**config.mk**
```make
export PLATFORM = sky130hd
export DESIGN_NAME = weight_buffer_write_controller
export DESIGN_NICKNAME = d
export VERILOG_FILES = /design/src/rtl/weight_buffer_pkg.sv /design/src/rtl/weight_buffer_write_controller.sv
export SDC_FILE = /design/constraint.sdc
export NUM_CORES = 1
export LEC_CHECK = 0
export ABC_AREA = 1
export CORE_MARGIN = 2
export CORE_UTILIZATION = 47
export DETAILED_ROUTE_END_ITERATION = 10
export PLACE_DENSITY_LB_ADDON = 0.3
export SLEW_MARGIN = 20
export SYNTH_ARGS = -nofsm -noshare
export SYNTH_HDL_FRONTEND = slang
export SYNTH_SLANG_ARGS = --single-unit
```
**constraint.sdc**
```tcl
create_clock -name clk -period 2.75 [get_ports clk]
set_input_delay 0.55 -clock clk [delete_from_list [all_inputs] [get_ports clk]]
set_output_delay 0.55 -clock clk [all_outputs]
set_load 0.05 [all_outputs]
```
**src/rtl/weight_buffer_pkg.sv**
```systemverilog
// Shared types and default sizing for the weight buffer write controller.
package weight_buffer_pkg;

  localparam int DEFAULT_WEIGHT_BANK_BIT_WIDTH       = 64;
  localparam int DEFAULT_WEIGHT_BANK_DEPTH           = 512;
  localparam int DEFAULT_WEIGHT_BUFFER_BANK_COUNT    = 16;
  localparam int DEFAULT_NUMBER_OF_PE_ARRAYS_PER_ROW = 3;

  typedef enum logic [1:0] {
    ST_IDLE = 2'd0,
    ST_LOAD = 2'd1,
    ST_DONE = 2'd2
  } wbw_state_t;

endpackage

```
**src/rtl/weight_buffer_write_controller.sv**
```systemverilog
// Accepts a load descriptor, then streams weight beats into the selected row
// buffers bank by bank and row by row, one registered write per accepted beat.
module weight_buffer_write_controller
  import weight_buffer_pkg::*;
#(
  parameter int WEIGHT_BANK_BIT_WIDTH       = DEFAULT_WEIGHT_BANK_BIT_WIDTH,
  parameter int WEIGHT_BANK_DEPTH           = DEFAULT_WEIGHT_BANK_DEPTH,
  parameter int WEIGHT_BUFFER_BANK_COUNT    = DEFAULT_WEIGHT_BUFFER_BANK_COUNT,
  parameter int NUMBER_OF_PE_ARRAYS_PER_ROW = DEFAULT_NUMBER_OF_PE_ARRAYS_PER_ROW,
  localparam int ADDR_W = $clog2(WEIGHT_BANK_DEPTH)
) (
  input  logic                                   clk,
  input  logic                                   reset,
  input  logic                                   i_cfg_valid,
  output logic                                   o_cfg_ready,
  input  logic [NUMBER_OF_PE_ARRAYS_PER_ROW-1:0] i_cfg_array_mask,
  input  logic [ADDR_W-1:0]                      i_cfg_base_addr,
  input  logic [ADDR_W:0]                        i_cfg_row_count,
  input  logic                                   i_data_valid,
  output logic                                   o_data_ready,
  input  logic [WEIGHT_BANK_BIT_WIDTH-1:0]       i_data,
  output logic [NUMBER_OF_PE_ARRAYS_PER_ROW-1:0] o_weight_memory_en,
  output logic [WEIGHT_BUFFER_BANK_COUNT-1:0]    o_weight_memory_write_enable,
  output logic [ADDR_W-1:0]                      o_weight_memory_bus_address,
  output logic [WEIGHT_BANK_BIT_WIDTH-1:0]       o_weight_memory_data_in,
  output logic                                   o_busy,
  output logic                                   o_done,
  output logic                                   o_error
);

  localparam int BANK_W = (WEIGHT_BUFFER_BANK_COUNT > 1) ? $clog2(WEIGHT_BUFFER_BANK_COUNT) : 1;
  localparam int CHK_W  = ADDR_W + 2;

  wbw_state_t state, state_next;

  logic [NUMBER_OF_PE_ARRAYS_PER_ROW-1:0] mask_q;
  logic [ADDR_W-1:0]                      base_q;
  logic [ADDR_W:0]                        rows_q;
  logic [ADDR_W:0]                        row_idx;
  logic [BANK_W-1:0]                      bank_idx;

  logic                                   cfg_fire;
  logic                                   data_fire;
  logic                                   cfg_bad;
  logic                                   last_bank;
  logic                                   last_beat;
  logic [CHK_W-1:0]                       cfg_end;
  logic [WEIGHT_BUFFER_BANK_COUNT-1:0]    bank_onehot;

  // Handshakes are derived from the state directly to keep the ready outputs
  // out of the combinational next-state path.
  assign cfg_fire  = i_cfg_valid && (state == ST_IDLE);
  assign data_fire = i_data_valid && (state == ST_LOAD);

  // Extra headroom bit so base + row_count cannot wrap during the range check.
  assign cfg_end = CHK_W'(i_cfg_base_addr) + CHK_W'(i_cfg_row_count);
  assign cfg_bad = (i_cfg_row_count == '0) || (i_cfg_array_mask == '0) ||
                   (cfg_end > CHK_W'(WEIGHT_BANK_DEPTH));

  assign last_bank   = (bank_idx == BANK_W'(WEIGHT_BUFFER_BANK_COUNT - 1));
  assign last_beat   = last_bank && (row_idx == rows_q - 1'b1);
  assign bank_onehot = WEIGHT_BUFFER_BANK_COUNT'(1) << bank_idx;

  always_ff @(posedge clk) begin
    if (reset) state <= ST_IDLE;
    else       state <= state_next;
  end

  always_comb begin
    state_next   = state;
    o_cfg_ready  = 1'b0;
    o_data_ready = 1'b0;
    o_busy       = 1'b0;
    o_done       = 1'b0;
    case (state)
      ST_IDLE: begin
        o_cfg_ready = 1'b1;
        if (cfg_fire && !cfg_bad) state_next = ST_LOAD;
      end
      ST_LOAD: begin
        o_data_ready = 1'b1;
        o_busy       = 1'b1;
        if (data_fire && last_beat) state_next = ST_DONE;
      end
      ST_DONE: begin
        o_busy     = 1'b1;
        o_done     = 1'b1;
        state_next = ST_IDLE;
      end
      default: state_next = ST_IDLE;
    endcase
  end

  always_ff @(posedge clk) begin
    if (reset) begin
      mask_q                       <= '0;
      base_q                       <= '0;
      rows_q                       <= '0;
      row_idx                      <= '0;
      bank_idx                     <= '0;
      o_error                      <= 1'b0;
      o_weight_memory_en           <= '0;
      o_weight_memory_write_enable <= '0;
      o_weight_memory_bus_address  <= '0;
      o_weight_memory_data_in      <= '0;
    end else begin
      o_error                      <= cfg_fire && cfg_bad;
      o_weight_memory_en           <= '0;
      o_weight_memory_write_enable <= '0;
      if (cfg_fire) begin
        mask_q   <= i_cfg_array_mask;
        base_q   <= i_cfg_base_addr;
        rows_q   <= i_cfg_row_count;
        row_idx  <= '0;
        bank_idx <= '0;
      end
      if (data_fire) begin
        o_weight_memory_en           <= mask_q;
        o_weight_memory_write_enable <= bank_onehot;
        // The descriptor check guarantees base + row_idx < depth, so the
        // truncated sum equals the full-width one.
        o_weight_memory_bus_address  <= base_q + ADDR_W'(row_idx);
        o_weight_memory_data_in      <= i_data;
        if (last_bank) begin
          bank_idx <= '0;
          row_idx  <= row_idx + 1'b1;
        end else begin
          bank_idx <= bank_idx + 1'b1;
        end
      end
    end
  end

endmodule

```
==> key figures, run 1 <==
Clock network
  • Worst skew pair latency: approximately 0.41 ns
  • Sink Count: 131
  • Clock Path Buffers: 2
  • CTS tree: built
  • Post-CTS Hold Fix Bufs: 0
  • H-tree depth: 4
  • CTS root buf: clkbuf_16
  • CTS clk-pin slew, worst paths: 0.05 ns
  • Post-CTS setup repair buffer count: 0
  • TritonCTS Buffers: 17
  • Post_cts resized: 0

Drt
  • Remaining DRCs: 0
  • WL final: roughly 15 mm
  • Via density: 4.82
  • Drt wl/cell: 13.3 um
  • Via count: 5549
  • Initial DRC Count: about 390
  • Antenna-violating nets left: 0
  • DRT Pass-1 Iters: 6

Min path
  • Hold Startpoint: mask_q[0]
  • Hold Path Stages: 2
  • Hold WC Path Type: flip-flop to flip-flop
  • Hold path endpoint: o_weight_memory_en[0]

Layout
  • Final core utilization: 68.7%
  • Fin nets: 1087
  • Layout cell share with drive strength beyond 1: 7.45%
  • Area grow syn2layout: 44.1%
  • Fin cells: 1152
  • Leading cell types in the layout, fill and taps excluded: 186 x nor2_1, 186 x clkdlybuf4s50_1, 131 x dfxtp_1, 98 x o21ai_0, 87 x nand2_1
  • ANT cells: 0

STA
  • Tcrit/Tclk final: about nine tenths
  • RSZ-0062 raised after global routing: false
  • Final min period: about 2.5 ns
  • Clock skew: 0.00534 ns
  • Tightest Pin Transition: 0.558 ns
  • Final Max Tran Viols: 0
  • Headroom to the max-slew limit: 62.7%
  • Final setup violation count: 0
  • Final hold vios: 0
  • F_max: 396 MHz

Setup path
  • Reg2reg setup slack: 0.63 ns
  • CP Launch Type: flip-flop
  • Reg2reg path depth: 13
  • CP Max Fanout: 4
  • Worst Path Arrival: 1.98 ns
  • FF-to-FF End: o_weight_memory_bus_address[8]
  • CP endpoint kind: primary output
  • Critical path required time: 2.20 ns
  • RR Startpoint: row_idx[0]
  • Setup CP Type: flip-flop to primary output

Floorplan
  • Ports: 187
  • Core box area: 12500 um2
  • Initial core utilization: between 40% and 50%
  • Num rows: between 40 and 50
  • DIE AREA: 13600 um2
  • DIE WIDTH: between 100 and 150 um
  • Die H: 116 um

Run
  • Max Cap Viol: 0

Placed design
  • Placer Congestion: 0.888
  • Placed insts: 1120
  • Final HPWL DP: 11.1 mm
  • Port bufs: 186

Global route
  • Total Routing Usage GR: between 20% and 30%
  • First-pass GRT wire length: 23.6 mm
  • Vias in the first global route: around 4900
  • Overflow after GRT: 0
  • Largest net degree at the start of global routing: 72
  • Initial antenna violation count: 0

Synthesis
  • Top_reg_cell synth: dfxtp_1
  • Synth Register Bits: between 100 and 150
  • Synthesized cell area: 5940 um2
  • Post-Synthesis Cells: 786
  • Synth Warn #: 0
  • Yosys cell types: 47
  • EDFF count, synth: 0
  • Fraction of the yosys area taken by sequential cells: 44.2%
  • Syn avg cell area: 7.55 um2
  • Syn Nets: 906
  • Post-synth ARST share: 0%

Power
  • Pwr/cell area: approximately 900 nW/um2
  • Leakage: approximately 3.5 nW
  • VDD IR max: ~0.0008 V

Run status
  • Status: finished, final reports clean
## synth_stat cells (all sizes together), types with 2 or more instances
| cell type | count | share of area, % |
|---|---|---|
| a21oi | 35 | 3.1 |
| buf | 11 | 0.91 |
| clkbuf | 22 | 1.4 |
| clkinv | 2 | 0.13 |
| dfxtp | 131 | 44 |
| fa | 2 | 0.67 |
| ha | 28 | 5.9 |
| inv | 72 | 4.6 |
| nand2 | 92 | 6.2 |
| nand3 | 32 | 3.3 |
| nand3b | 2 | 0.25 |
| nand4 | 6 | 0.84 |
| nor2 | 195 | 13 |
| nor3 | 18 | 1.8 |
| nor3b | 4 | 0.59 |
| nor4 | 2 | 0.21 |
| o21ai | 106 | 8.9 |
| o21bai | 2 | 0.25 |
| or2 | 2 | 0.21 |
| xnor2 | 4 | 0.59 |
| xor2 | 10 | 1.5 |
## critical path: stages, from the launching register on
cell and delay (ns):
dfxtp_1 0.33, inv_1 0.08, ha_1 0.29, clkdlybuf4s50_1 0.87
## registers in the layout, summed over array words and instances, names as in the netlist, 2 cells and up
name / count
bank_idx: 4
base_q: 9
mask_q: 3
o_weight_memory_bus_address: 9
o_weight_memory_data_in: 64
o_weight_memory_en: 3
o_weight_memory_write_enable: 16
row_idx: 10
rows_q: 10
state: 2
## routing by layer
layer	share of wire [%]	wire [um]	GRT usage, %	up-vias
met2	47	7170	35.9	150
met3	6.2	941	5.76	21
met1	45	6860	28.7	2470
li1	-	-	-	2908
met4	2.0	299	9.13	0
met5	0	0	0	-
## per-stage QoR
step                      setup WS [ns]  setup TNS [ns]  power, mW  instance area [um2]  hold WS (ns)
after floorplan                   0.598               0       4.52                 5940         0.416
after global placement          -0.0692         -0.0835       5.42                 7970         0.426
after detailed placement         -0.114          -0.174       5.46                 7970         0.429
after CTS                         0.195               0       7.66                 8560         0.437
after global routing              0.131               0       8.02                 8560         0.462
final                             0.222               0       7.61                 8560         0.434
## worst max path at each step
stage                                   from            to  slack (ns)  cells past startpoint
after global placement    i_cfg_base_addr[0]      state[1]       -0.07                     17
final                               state[1]  o_data_ready        0.22                      3
after floorplan           i_cfg_base_addr[0]      state[1]        0.60                     16
after CTS                           state[1]  o_data_ready        0.19                      3
after detailed placement  i_cfg_row_count[0]      state[1]       -0.11                     17
after global routing      i_cfg_row_count[0]      state[1]        0.13                     17
## power by group
part           switching [mW]  internal, mW
Sequential              0.201          2.25
Combinational            1.95          1.03
Clock                   0.793          1.39
Total                    2.94          4.67
## area by class of cell
cell class	count	area, um2
clock buffer	26	519
clock inverter	6	68.8
inverter	74	280
multi-input combinational	548	2900
timing repair buffer	195	1950
fill	1052	3910
tap	172	215
sequential	131	2620
## cells by family after synthesis
family	after synthesis	share of synthesized area [%]
adder cells (fa/ha/maj)	30	6.57
AO/OA/AOI/OAI	149	13.1
buffers and inverters	107	7.02
AND/OR/NAND/NOR	354	26.7
flip-flops	131	44.2
XOR/XNOR	15	2.44
Power figures use the tool's default switching activity.
==> run 2: changes to the inputs <==
--- a/config.mk
+++ b/config.mk
@@ -6,8 +6,9 @@
 export NUM_CORES = 1
 export LEC_CHECK = 0
 export ABC_AREA = 1
-export CORE_MARGIN = 2
+export CORE_MARGIN = 1
 export CORE_UTILIZATION = 47
+export CTS_BUF_LIST = sky130_fd_sc_hd__clkbuf_16
 export DETAILED_ROUTE_END_ITERATION = 10
 export PLACE_DENSITY_LB_ADDON = 0.3
 export SLEW_MARGIN = 20
==> run 2 against run 1 <==
Effect of this change:
- utilization is 1.3 points higher
- first-iteration DRC count is 11% lower
- count of clock-buffer cells in the layout down 9
- routed wire length up 1.8%
- sequential share of layout area rose by 0.18 points
- design area decreased by 0.57%
- clock power decreased by 6%
- highest routed layer unchanged
- critical path type unchanged
- power is 1.7% lower
- clock skew about the same
- via count hardly changed
- setup slack worse by 0.011 ns
==> key figures, run 2 (synthesis gave the netlist of run 1 again) <==
Setup path
  • Crit path max-delay family: buffers and inverters
  • CP max-delay cell: clkdlybuf4s50_1
  • Critical path required time: 2.20 ns (about the same)
  • CP endpoint kind: primary output
  • RR Startpoint: row_idx[0]
  • Setup CP Type: flip-flop to primary output
  • CP endpoint: o_cfg_ready
  • Crit-path cells: inv_1 > ha_1 > clkdlybuf4s50_1
  • Reg2reg path depth: 13 (unchanged)
  • Crit-path max cell delay: 0.85 ns (-0.02 ns)
  • FF-to-FF End: o_weight_memory_bus_address[8]
  • Crit path depth: 3 (unchanged)
  • CP startpoint: state[0]
  • Reg2reg setup slack: 0.59 ns (-0.04 ns)
  • Worst Path Arrival: 1.99 ns (about the same)
  • CP Launch Type: flip-flop
  • Crit path buf inv count: 2 (unchanged)
  • CP Max Fanout: 4 (unchanged)

Floorplan
  • DIE AREA: 13100 um2 (-3.4%)
  • Num rows: 40 (-2.4%)
  • Ports: 187 (unchanged)
  • Die H: 114 um (-1.7%)
  • Initial core utilization: 48.8% (+1.2 points)
  • DIE WIDTH: 114 um (-1.7%)
  • Core box area: 12200 um2 (-2.4%)

Power
  • Pwr/cell area: 879 nW/um2 (-1.2%)
  • VDD IR max: 0.000721 V (-12%)
  • Tot Pwr: 7.48 mW (-1.7%)
  • Leakage: 3.53 nW (+0.76%)

Drt
  • Via count: 5550 (+0.018%)
  • Remaining DRCs: 0 (unchanged)
  • Drt wl/cell: 13.5 um (+1.9%)
  • DRT Pass-1 Iters: 4 (-2)
  • Initial DRC Count: 351 (-11%)
  • Via density: 4.82 (+0.10%)
  • WL final: 15.5 mm (+1.8%)
  • Antenna-violating nets left: 0 (unchanged)

Placed design
  • Final HPWL DP: 11.4 mm (+1.9%)
  • Placer Congestion: 0.852 (-4.2%)
  • Port bufs: 186 (unchanged)

Global route
  • Initial antenna violation count: 0 (unchanged)
  • Overflow after GRT: 0 (unchanged)
  • First-pass GRT wire length: 24.8 mm (+5.4%)
  • Vias in the first global route: 5271 (+7.0%)
  • Total Routing Usage GR: 24.5% (+2.2 points)
  • Largest net degree at the start of global routing: 67 (-6.9%)

Clock network
  • Worst skew pair latency: 0.41 ns (about the same)
  • Sink Count: 131 (unchanged)
  • TritonCTS Buffers: 17 (unchanged)
  • Post_cts resized: 0 (unchanged)
  • CTS root buf: clkbuf_16
  • CTS clk-pin slew, worst paths: 0.05 ns (about the same)
  • Clock Path Buffers: 2 (unchanged)
  • CTS tree: built
  • Post-CTS setup repair buffer count: 0 (unchanged)
  • H-tree depth: 4 (unchanged)
  • Post-CTS Hold Fix Bufs: 0 (unchanged)

Layout
  • Most flop-heavy register: o_weight_memory_data_in
  • Layout cell share with drive strength beyond 1: 7.32% (-0.12 points)
  • Final core utilization: 70.0% (+1.3 points)
  • Largest register FFs: 64 (unchanged)
  • Top Registers: o_weight_memory_data_in x64, o_weight_memory_write_enable x16
  • Leading cell types in the layout, fill and taps excluded: 186 x nor2_1, 186 x clkdlybuf4s50_1, 131 x dfxtp_1, 98 x o21ai_0, 87 x nand2_1
  • Area grow syn2layout: 43.3%
  • ANT cells: 0 (unchanged)
  • Fin nets: 1092 (+0.46%)

STA
  • Final setup violation count: 0 (unchanged)
  • RSZ-0062 raised after global routing: false
  • F_max: 394 MHz (-0.42%)
  • Tcrit/Tclk final: 92.3% (+0.39 points)
  • Clock skew: 0.00502 ns (-0.000322 ns)
  • Tightest Pin Transition: 0.563 ns (+0.00464 ns)
  • Headroom to the max-slew limit: 62.4% (-0.31 points)
  • Final min period: 2.54 ns (+0.0108 ns)
  • Setup_tns: 0 ns (unchanged)
  • Final hold vios: 0 (unchanged)
  • Final Max Tran Viols: 0 (unchanged)
  • Worst hold slack: 0.438 ns (+0.00455 ns)

Run status
  • Status: finished, final reports clean

Run
  • Max Cap Viol: 0 (unchanged)

Min path
  • Hold WC Path Type: flip-flop to flip-flop
==> run 2: changes by cell type in the layout (fill, tap and decap cells not counted), sizes merged <==
cell / delta
buf: +5
bufinv: +1
clkbuf: -9
clkinv: +5
clkinvlp: -4
inv: +5
==> run 2: layout make-up <==
class	instances	area [um2]
clock buffers	17	425
clock inverters	13	106
fillers	1024	3650
inverters	74	280
multi-input cells	548	2900
flip-flops and latches	131	2620
well taps	168	210
repair buffers	200	1970
==> run 2: metal layers <==
| layer | wire length, um | share of wire, % | GRT usage (%) | vias to the layer above |
|---|---|---|---|---|
| li1 | - | - | - | 2902 |
| met1 | 6740 | 43 | 29.1 | 2471 |
| met2 | 7730 | 50 | 42.7 | 156 |
| met3 | 772 | 5.0 | 5.98 | 21 |
| met4 | 292 | 1.9 | 9.18 | 0 |
| met5 | 0 | 0 | 0 | - |
==> run 2: worst min path at each step <==
stage                   start                    end  depth (start not counted)
floorplan           mask_q[0]  o_weight_memory_en[0]                          2
global placement    mask_q[0]  o_weight_memory_en[0]                          2
detailed placement  mask_q[2]  o_weight_memory_en[2]                          2
CTS                 mask_q[2]  o_weight_memory_en[2]                          2
global route        mask_q[0]  o_weight_memory_en[0]                          2
finish              mask_q[2]  o_weight_memory_en[2]                          2
==> run 2: per-stage QoR <==
stage	setup slack, ns	instances	instance area (um2)
floorplan	0.598	786	5940
global placement	-0.0484	1121	7980
detailed placement	-0.103	1121	7980
CTS	0.209	1151	8510
global route	0.116	1151	8510
finish	0.211	1151	8510
==> run 2: worst register-to-register path, delay by kind of cell (launching register included) <==
kind,cells,cell delay (ns)
adders and majority gates,2,0.62
DFF,1,0.47
and+or+nand+nor,6,0.46
AOI/OAI and AO/OA,3,0.43
buffers and inverters,2,0.09
==> run 2: power by group <==
| part | leakage [nW] | internal, mW | switching [mW] |
|---|---|---|---|
| sequential | 1.07 | 2.25 | 0.200 |
| clock | 0.283 | 1.29 | 0.757 |
| combinational | 2.18 | 1.03 | 1.96 |
| total | 3.53 | 4.57 | 2.92 |
